==> src/rtl/fifo_pkg.sv <==
// rtl/fifo_pkg.sv - width helpers and explicit pointer wrap for fifo_level
package fifo_pkg;

    function automatic int unsigned addr_width(input int unsigned depth);
        return (depth > 1) ? $clog2(depth) : 1;
    endfunction

    function automatic int unsigned count_width(input int unsigned depth);
        return $clog2(depth + 1);
    endfunction

    // Wrap at depth-1 so non-power-of-2 depths never index past the array
    function automatic int unsigned next_ptr(input int unsigned ptr, input int unsigned depth);
        return (ptr == depth - 1) ? 0 : ptr + 1;
    endfunction

endpackage

==> src/rtl/fifo_mem.sv <==
// rtl/fifo_mem.sv - DEPTH x DATA_WIDTH storage, sync write, async read
module fifo_mem #(
    parameter int DATA_WIDTH = 8,
    parameter int DEPTH      = 4,
    parameter int AW         = 2
) (
    input  logic                  clk,
    input  logic                  wr_en,
    input  logic [AW-1:0]         wr_addr,
    input  logic [DATA_WIDTH-1:0] wr_data,
    input  logic [AW-1:0]         rd_addr,
    output logic [DATA_WIDTH-1:0] rd_data
);

    logic [DATA_WIDTH-1:0] mem [DEPTH];

    always_ff @(posedge clk) begin
        if (wr_en) begin
            mem[wr_addr] <= wr_data;
        end
    end

    assign rd_data = mem[rd_addr];

endmodule

==> src/rtl/fifo_level.sv <==
// rtl/fifo_level.sv - FWFT FIFO with occupancy, almost flags, flush and high-water mark
module fifo_level
    import fifo_pkg::*;
#(
    parameter  int DATA_WIDTH = 8,
    parameter  int DEPTH      = 4,
    parameter  int AF_THR     = 3,
    parameter  int AE_THR     = 1,
    localparam int CW         = count_width(DEPTH)
) (
    input  logic                  clk,
    input  logic                  reset,
    input  logic                  push_valid_i,
    input  logic [DATA_WIDTH-1:0] push_data_i,
    output logic                  push_grant_o,
    output logic                  pop_valid_o,
    output logic [DATA_WIDTH-1:0] pop_data_o,
    input  logic                  pop_grant_i,
    input  logic                  flush_i,
    output logic [CW-1:0]         count_o,
    output logic                  almost_full_o,
    output logic                  almost_empty_o,
    output logic [CW-1:0]         max_level_o
);

    localparam int          AW      = addr_width(DEPTH);
    localparam logic [CW-1:0] FULL_CNT = CW'(DEPTH);
    localparam logic [CW-1:0] AF_CNT   = CW'(AF_THR);
    localparam logic [CW-1:0] AE_CNT   = CW'(AE_THR);

    logic [AW-1:0] rd_ptr, wr_ptr, rd_ptr_next, wr_ptr_next;
    logic [CW-1:0] count_q, count_next, max_q, max_next;
    logic          af_q, ae_q;
    logic          do_push, do_pop;

    // Grant looks only at the registered count: no combinational path from pop_grant_i
    assign push_grant_o = (count_q != FULL_CNT);
    assign pop_valid_o  = (count_q != '0);
    assign do_push      = push_valid_i && push_grant_o;
    assign do_pop       = pop_grant_i && pop_valid_o;

    assign rd_ptr_next = AW'(next_ptr(32'(rd_ptr), DEPTH));
    assign wr_ptr_next = AW'(next_ptr(32'(wr_ptr), DEPTH));

    always_comb begin
        count_next = count_q;
        if (do_push && !do_pop) begin
            count_next = count_q + 1'b1;
        end else if (do_pop && !do_push) begin
            count_next = count_q - 1'b1;
        end
        max_next = (count_next > max_q) ? count_next : max_q;
    end

    always_ff @(posedge clk or posedge reset) begin
        if (reset) begin
            rd_ptr  <= '0;
            wr_ptr  <= '0;
            count_q <= '0;
            max_q   <= '0;
            af_q    <= 1'b0;
            ae_q    <= 1'b1;
        end else if (flush_i) begin
            rd_ptr  <= '0;
            wr_ptr  <= '0;
            count_q <= '0;
            max_q   <= '0;
            af_q    <= 1'b0;
            ae_q    <= 1'b1;
        end else begin
            if (do_push) begin
                wr_ptr <= wr_ptr_next;
            end
            if (do_pop) begin
                rd_ptr <= rd_ptr_next;
            end
            count_q <= count_next;
            max_q   <= max_next;
            af_q    <= (count_next >= AF_CNT);
            ae_q    <= (count_next <= AE_CNT);
        end
    end

    fifo_mem #(
        .DATA_WIDTH (DATA_WIDTH),
        .DEPTH      (DEPTH),
        .AW         (AW)
    ) u_mem (
        .clk     (clk),
        .wr_en   (do_push && !flush_i),
        .wr_addr (wr_ptr),
        .wr_data (push_data_i),
        .rd_addr (rd_ptr),
        .rd_data (pop_data_o)
    );

    assign count_o        = count_q;
    assign almost_full_o  = af_q;
    assign almost_empty_o = ae_q;
    assign max_level_o    = max_q;

endmodule
==> config.mk <==
export PLATFORM = sky130hd
export DESIGN_NAME = fifo_level
export DESIGN_NICKNAME = d
export VERILOG_FILES = /design/src/rtl/fifo_pkg.sv /design/src/rtl/fifo_mem.sv /design/src/rtl/fifo_level.sv
export SDC_FILE = /design/constraint.sdc
export NUM_CORES = 1
export LEC_CHECK = 0
export BUFFER_PORTS_ARGS = -buffer_cell sky130_fd_sc_hd__buf_2
export CORE_AREA = 10 10 83 85
export DETAILED_ROUTE_END_ITERATION = 8
export DIE_AREA = 0 0 93 95
export HOLD_SLACK_MARGIN = 0.06
export PLACE_DENSITY_LB_ADDON = 0.2
export RECOVER_POWER = 100
export REMOVE_ABC_BUFFERS = 1
export SYNTH_ARGS = -nofsm -noshare
export SYNTH_HDL_FRONTEND = slang
export SYNTH_SLANG_ARGS = --single-unit
==> constraint.sdc <==
create_clock -name clk -period 2.7 [get_ports clk]
set_input_delay 0.135 -clock clk [delete_from_list [all_inputs] [get_ports clk]]
set_output_delay 0.135 -clock clk [all_outputs]
set_load 0.005 [all_outputs]
==> out/metrics.cfg, run 1 <==
[floorplan]
placementRows=27
num_io_pins=31
die_area_um2=8840
core_um2=5340
start_util_pct=38.0
die-height_um=95
fp.dieW_um=93

[pwr]
p_switching_mw=0.750
p_seq_share_pct=38.3
leakagePower_nw=0.976
combPwrFrac_pct=39.9
swShare_pct=32.5
power_frac_clock_pct=21.8
power_density_nw_per_um2=911
p_int_mw=1.56
p_total_mw=2.31
ir_drop_mv=0.552

[timing]
maxSlewViolCount=0
clock.fmax_ghz=0.390
skew_ns=0.00446
fin_crit_sh_pct=95.1
relSlewSlack_pct=59.7
min_period_ns=2.57
setup_viol=0
tightest_slew_ns=0.605
finalHoldViolCount=0
tns_ns=0

[hold_path]
hold_path_class=primary input to flip-flop
min_path_cells=2
hold_end=wr_ptr[1]$_DFFE_PP0P_
hold_start=flush_i

[run_status]
outcome=complete, no violations

[global_routing]
grt_usage_pct=9.26
antenna_found_initial=0
grtUsageMet1_pct=11.0
grt_pass1_wl_um=6410
grt-busiest-layer=met2
grt_pass1_vias=1350
grt_max_degree=15
grt_use_met3_pct=2.85
grt_util_met2_pct=15.1
grt_overflow=0

[synth]
yosys_warnings=0
synth.area.top_cells=edfxtp_1, dfrtp_1, mux4_2, ha_1, nor2_1
seq_area_frac_synth_pct=62.2
syn_inst=140
synth_top_family_by_area=multiplexers
syn_area_per_cell_um2=14.5
synth-simple-area-share_pct=9.55
netlist.area_leader.share_pct=47.3
synthAdderAreaFrac_pct=6.78
synth_xor_area_share_pct=0.801
ys_ff_latch=44
synth_area_leader_cell=edfxtp_1
synth.distinct_cells=35
synthMuxAreaShare_pct=9.61
syn_area_um2=2030
synth_compound_gate_area_share_pct=7.76

[critical_path]
critPathRequiredTime_ns=2.88
crit_type=flip-flop to flip-flop
arrival_ns=2.75
r2r_cells=12
startpoint_type=flip-flop
reg2reg_to=max_level_o[0]$_DFFE_PP0P_
cp_max_fo=6
timing.rr.start=count_o[1]$_DFF_PP0_
regToRegSetupSlack_ns=0.13
worstSetupEndpointType=flip-flop

[route]
drcViolationCount=0
drt_iter0_markers=39
wl_per_cell_um=15.3
routed_wirelength_um=3990
via_count=1263
drtPass1Iterations=4
viasPerCell=4.86
ant_nets=0

[place]
placed_cells=242
gp_congestion=0.779
port_buffers=30
dpl.hpwl_um=2820
postPlaceCellArea_um2=2290

[finish]
utilization_pct=47.4
stdcell_area_um2=2530
mostFrequentLayoutCells=edfxtp_1, buf_2, nor2_1, clkbuf_1, dfrtp_1
stdcell_count=260
layout_commonest_cell=edfxtp_1
area_delta_synth_final_pct=24.7
fin_nets=211
drive_above_1_share_pct=30.3
fillers=505
diodes=0

[clock_tree]
cts_tree=done
numCtsBuffers=5
clockBufferDepth=2
clk_latency_ns=0.30
cts_htree_levels=2
clk_pin_slew_ns=0.08
cts.sinks=44
cts-root-buf=clkbuf_8

[flow_run]
cap_violations=0

layer usage:
metal	vias to the layer above	part of all wire, %
met3	8	4.3
met5	-	0
met2	26	50
li1	607	-
met1	622	44
met4	0	1.6
synth_stat cells:
master    count
nor3_1        3
ha_1         11
or3b_1        1
nand3_1       1
mux4_2        8
dfstp_2       1
inv_1        11
nor2b_1       3
nor3b_1       1
o22ai_1       3
a21o_1        1
and2_1        4
xnor2_2       1
nor2_1       13
buf_2         3
inv_2         1
a21boi_2      1
nand2b_1      2
o221ai_4      1
mux2_4        1
a21oi_1       8
a211oi_1      2
nand2b_4      1
o21a_1        1
dfrtp_1      11
or2_4         1
o21ai_0       1
nand3b_1      1
a21oi_2       1
a32oi_1       1
buf_1         1
o221ai_1      1
clkbuf_1      1
nand2_1       6
edfxtp_1     32
repair_timing:
action,CTS,global route
endpoints found under the setup margin,3,3
pin swaps,0,5
hold buffers,9,0
setup buffers,0,1
resized for setup,1,9
endpoints found under the hold margin,43,0
critical path: stages (launching register included):
cell	delay, ns
dfrtp_1	0.39
buf_4	0.15
ha_1	0.18
nand2_2	0.08
nor2_1	0.05
or3b_1	0.40
a21oi_2	0.17
inv_2	0.06
ha_4	0.26
o21ai_0	0.08
a32oi_1	0.25
nor2_1	0.09
mux2_4	0.30
cell families (layout without fill, tap and decap cells):
group | count (synthesis) | in the layout
flops | 44 | 44
mux | 9 | 9
simple gates | 37 | 37
fa+ha+maj | 11 | 11
buf+inv | 17 | 65
compound gates | 21 | 21
xor+xnor | 1 | 1
state kept, by name, indices dropped and copies added (netlist names):
signal	count
u_mem.mem	32
count_o	3
max_level_o	3
rd_ptr	2
wr_ptr	2
almost_empty_o	1
almost_full_o	1
through the flow:
stage          hold slack (ns)  worst slack, ns
2_1_floorplan         -0.00102          -0.0626
6_report                 0.197            0.133
3_3_place_gp             0.173            0.140
5_1_grt                  0.199          -0.0288
3_5_place_dp             0.190          -0.0511
4_1_cts                  0.185           0.0315
final cells by class:
class | instances | area, um2 | area share (%)
tap | 72 | 90.1 | 3.56
clock buffer | 5 | 68.8 | 2.72
inverter | 12 | 45.0 | 1.78
multi-input combinational | 79 | 756 | 29.8
sequential | 44 | 1260 | 49.9
timing repair buffer | 45 | 268 | 10.6
clock inverter | 3 | 42.5 | 1.68
power by group through the flow:
| stage | clock network [mW] | logic (mW) | registers, mW |
|---|---|---|---|
| 2_1_floorplan | 0 | 0.511 | 0.892 |
| 3_3_place_gp | 0 | 0.784 | 0.898 |
| 3_5_place_dp | 0 | 0.804 | 0.903 |
| 4_1_cts | 0.515 | 0.825 | 0.888 |
| 5_1_grt | 0.541 | 1.02 | 0.901 |
| 6_report | 0.502 | 0.920 | 0.884 |
worst max-delay path by stage:
stage                                     from                         end  slack (ns)
after floorplan           count_o[0]$_DFF_PP0_  max_level_o[0]$_DFFE_PP0P_       -0.06
after global placement    count_o[0]$_DFF_PP0_  max_level_o[0]$_DFFE_PP0P_        0.14
after detailed placement  count_o[0]$_DFF_PP0_  max_level_o[1]$_DFFE_PP0P_       -0.05
after CTS                 count_o[0]$_DFF_PP0_  max_level_o[2]$_DFFE_PP0P_        0.03
after global routing      count_o[1]$_DFF_PP0_  max_level_o[2]$_DFFE_PP0P_       -0.03
final                     count_o[1]$_DFF_PP0_  max_level_o[0]$_DFFE_PP0P_        0.13
Note: power is estimated with default switching activity, not from simulation.
==> inputs of run 2 (changes only) <==
--- a/config.mk
+++ b/config.mk
@@ -5,6 +5,7 @@
 export SDC_FILE = /design/constraint.sdc
 export NUM_CORES = 1
 export LEC_CHECK = 0
+export ABC_AREA = 1
 export BUFFER_PORTS_ARGS = -buffer_cell sky130_fd_sc_hd__buf_2
 export CORE_AREA = 10 10 83 85
 export DETAILED_ROUTE_END_ITERATION = 8
==> out/metrics.cfg, run 2 <==
[run_status]
outcome=complete, no violations

[synth]
synth_area_leader_cell=edfxtp_1
synth.area.top_cells=edfxtp_1, dfrtp_1, ha_1, o21ai_0, nand2_1
synth_edf_count=32  ; unchanged
synth.distinct_cells=24  ; -31%
syn_area_per_cell_um2=11.0  ; -24%
ys_top_cells_by_count=edfxtp_1, nand2_1, nor2_1
seq_area_frac_synth_pct=62.3  ; +0.12 points
synth.most_common_cell=edfxtp_1
postSynth.asyncResetShare_pct=27.3  ; unchanged
syn_area_um2=2030  ; -0.18%
ys_ff_latch=44  ; unchanged
syn_inst=184  ; +31%
yosys_warnings=0  ; unchanged
netlist.area_leader.share_pct=47.4  ; +0.088 points
yosys_most_used_dff=edfxtp_1

[place]
gp_congestion=0.751  ; -3.5%
dpl.hpwl_um=2910  ; +3.5%
port_buffers=30  ; unchanged
pre_cts_ws_ns=0.267  ; +0.318 ns

[floorplan]
fp.dieW_um=93  ; unchanged
start_util_pct=38.0  ; -0.070 points
num_io_pins=31  ; unchanged
core_um2=5340  ; unchanged
placementRows=27  ; unchanged
die-height_um=95  ; unchanged
die_area_um2=8840  ; unchanged

[finish]
seq_area_um2=1260  ; unchanged
multi_input_area_um2=622  ; -18%
diodes=0  ; unchanged
utilization_pct=45.0  ; -2.5 points
fin_nets=254  ; +20%
mostFrequentLayoutCells=edfxtp_1, nand2_1, clkbuf_1, inv_1, nor2_1
drive_above_1_share_pct=9.52  ; -21 points
layout_commonest_cell=edfxtp_1
regMostFlops=u_mem.mem
area_delta_synth_final_pct=18.5
fillers=558  ; +10%
largest_register_ffs=32  ; unchanged

[pwr]
leakagePower_nw=0.984  ; +0.75%
p_total_mw=2.20  ; -4.8%
ir_drop_mv=0.384  ; -30%
power_density_nw_per_um2=915  ; +0.45%

[clock_tree]
cts_htree_levels=2  ; unchanged
cts_tree=done
post_cts_buffers=0  ; unchanged
numCtsBuffers=5  ; unchanged
cts.sinks=44  ; unchanged
clockBufferDepth=2  ; unchanged
cts_resized=0  ; -1
holdBufCountCts=7  ; -2
cts-root-buf=clkbuf_8
clk_pin_slew_ns=0.09  ; about the same
clk_latency_ns=0.30  ; about the same

[timing]
maxSlewViolCount=0  ; unchanged
tns_ns=0  ; unchanged
hold_slack_ns=0.132  ; -0.0653 ns
fin_crit_sh_pct=90.5  ; -4.5 points
rsz0062_at_grt=false
fin_ws_ns=0.255  ; +0.122 ns
setup_viol=0  ; unchanged
min_period_ns=2.44  ; -0.122 ns
relSlewSlack_pct=62.6  ; +3.0 points
clock.fmax_ghz=0.409  ; +5.0%
finalHoldViolCount=0  ; unchanged
tightest_slew_ns=0.561  ; -0.0447 ns
skew_ns=0.00900  ; +0.00454 ns

[global_routing]
grt_max_degree=19  ; +4
grt_usage_pct=9.52  ; +0.26 points
grt_overflow=0  ; unchanged
grt_pass1_vias=1414  ; +4.7%
grt_pass1_wl_um=6680  ; +4.2%
antenna_found_initial=0  ; unchanged

[route]
met2WireLength_um=1860  ; -7.2%
met1Wirelength_um=1910  ; +9.3%
drtPass1Iterations=4  ; unchanged
viasPerCell=4.56  ; -6.0%
via_count=1383  ; +9.5%
routed_wirelength_um=4010  ; +0.53%
wl_met3_um=211  ; +23%
drt_iter0_markers=120  ; +210%
ant_nets=0  ; unchanged
top_layer_used=met4
wl_per_cell_um=13.2  ; -14%
drcViolationCount=0  ; unchanged

[critical_path]
arrival_ns=2.63  ; -0.12 ns
critPathRequiredTime_ns=2.89  ; about the same
worstSetupEndpointType=flip-flop
crit_type=flip-flop to flip-flop
cp_max_fo=5  ; -1
startpoint_type=flip-flop

[hold_path]
hold_path_class=primary input to flip-flop

[flow_run]
cap_violations=0  ; unchanged

-- run 2: changes by cell type in the layout (fill, tap and decap cells not counted), moves of 9 or more --
cell	delta
buf_2	-14
clkbuf_1	+16
inv_1	+12
nand2_1	+24
nand3_1	+9
nor2_1	+9
o21ai_0	+20
-- run 2: layout make-up --
type	instances	share of cell area (%)
Sequential cell	44	52.6
Multi-Input combinational cell	112	25.9
Timing Repair Buffer	43	9.28
Inverter	24	3.86
Tap cell	72	3.75
Clock buffer	5	2.87
Clock inverter	3	1.77
-- run 2: metrics by stage --
step	std cells	instance area, um2
after floorplan	180	2010
after global routing	303	2400
after global placement	287	2290
final	303	2400
after CTS	302	2470
after detailed placement	287	2290
-- run 2: cells by family (layout without fill, tap and decap cells) --
family,after synthesis,after routing,share of synthesized area (%)
compound gates,33,33,9.07
flops,44,44,62.3
buf+inv,28,75,5.49
xor+xnor,1,1,0.432
fa+ha+maj,11,11,6.79
simple gates,67,67,15.9
-- run 2: path summary, 6_finish.rpt --
kind / start / endpoint / slack (ns) / cells past startpoint
worst min-delay path: push_data_i[6] / u_mem.mem[2][6]$_DFFE_PP_ / 0.13 / 1
max in group asynchronous: reset / almost_empty_o$_DFF_PP1_ / 1.94 / 3
worst min register to register: max_level_o[2]$_DFFE_PP0P_ / max_level_o[2]$_DFFE_PP0P_ / 0.57 / 2
worst max register to register: count_o[0]$_DFF_PP0_ / max_level_o[1]$_DFFE_PP0P_ / 0.26 / 15
worst max-delay path: count_o[0]$_DFF_PP0_ / max_level_o[1]$_DFFE_PP0P_ / 0.26 / 15
min in group asynchronous: reset / wr_ptr[1]$_DFFE_PP0P_ / 0.41 / 3
-- run 2: report_power, final --
part	switching, mW	internal (mW)	total, mW	leakage [nW]
clock network	0.223	0.274	0.497	0.0541
logic	0.518	0.300	0.818	0.485
registers	0.0604	0.820	0.881	0.445
total	0.802	1.39	2.20	0.984
-- run 2: critical path: stages, from the launching register on --
cell,delay (ns)
dfrtp_1,0.39
inv_1,0.09
ha_1,0.23
nand2_1,0.16
nand2_1,0.12
nand2_1,0.17
nand2_1,0.11
nand2_1,0.09
inv_1,0.04
ha_1,0.30
a21oi_1,0.15
nand2_1,0.07
nand2_1,0.08
nand2_1,0.13
nand3_1,0.12
o21ai_0,0.08
-- run 2: per-layer routing --
metal,vias to the layer above,GRT usage [%]
met5,-,0
met4,0,3.08
met3,4,3.57
met2,34,15.1
met1,627,11.7
li1,718,-
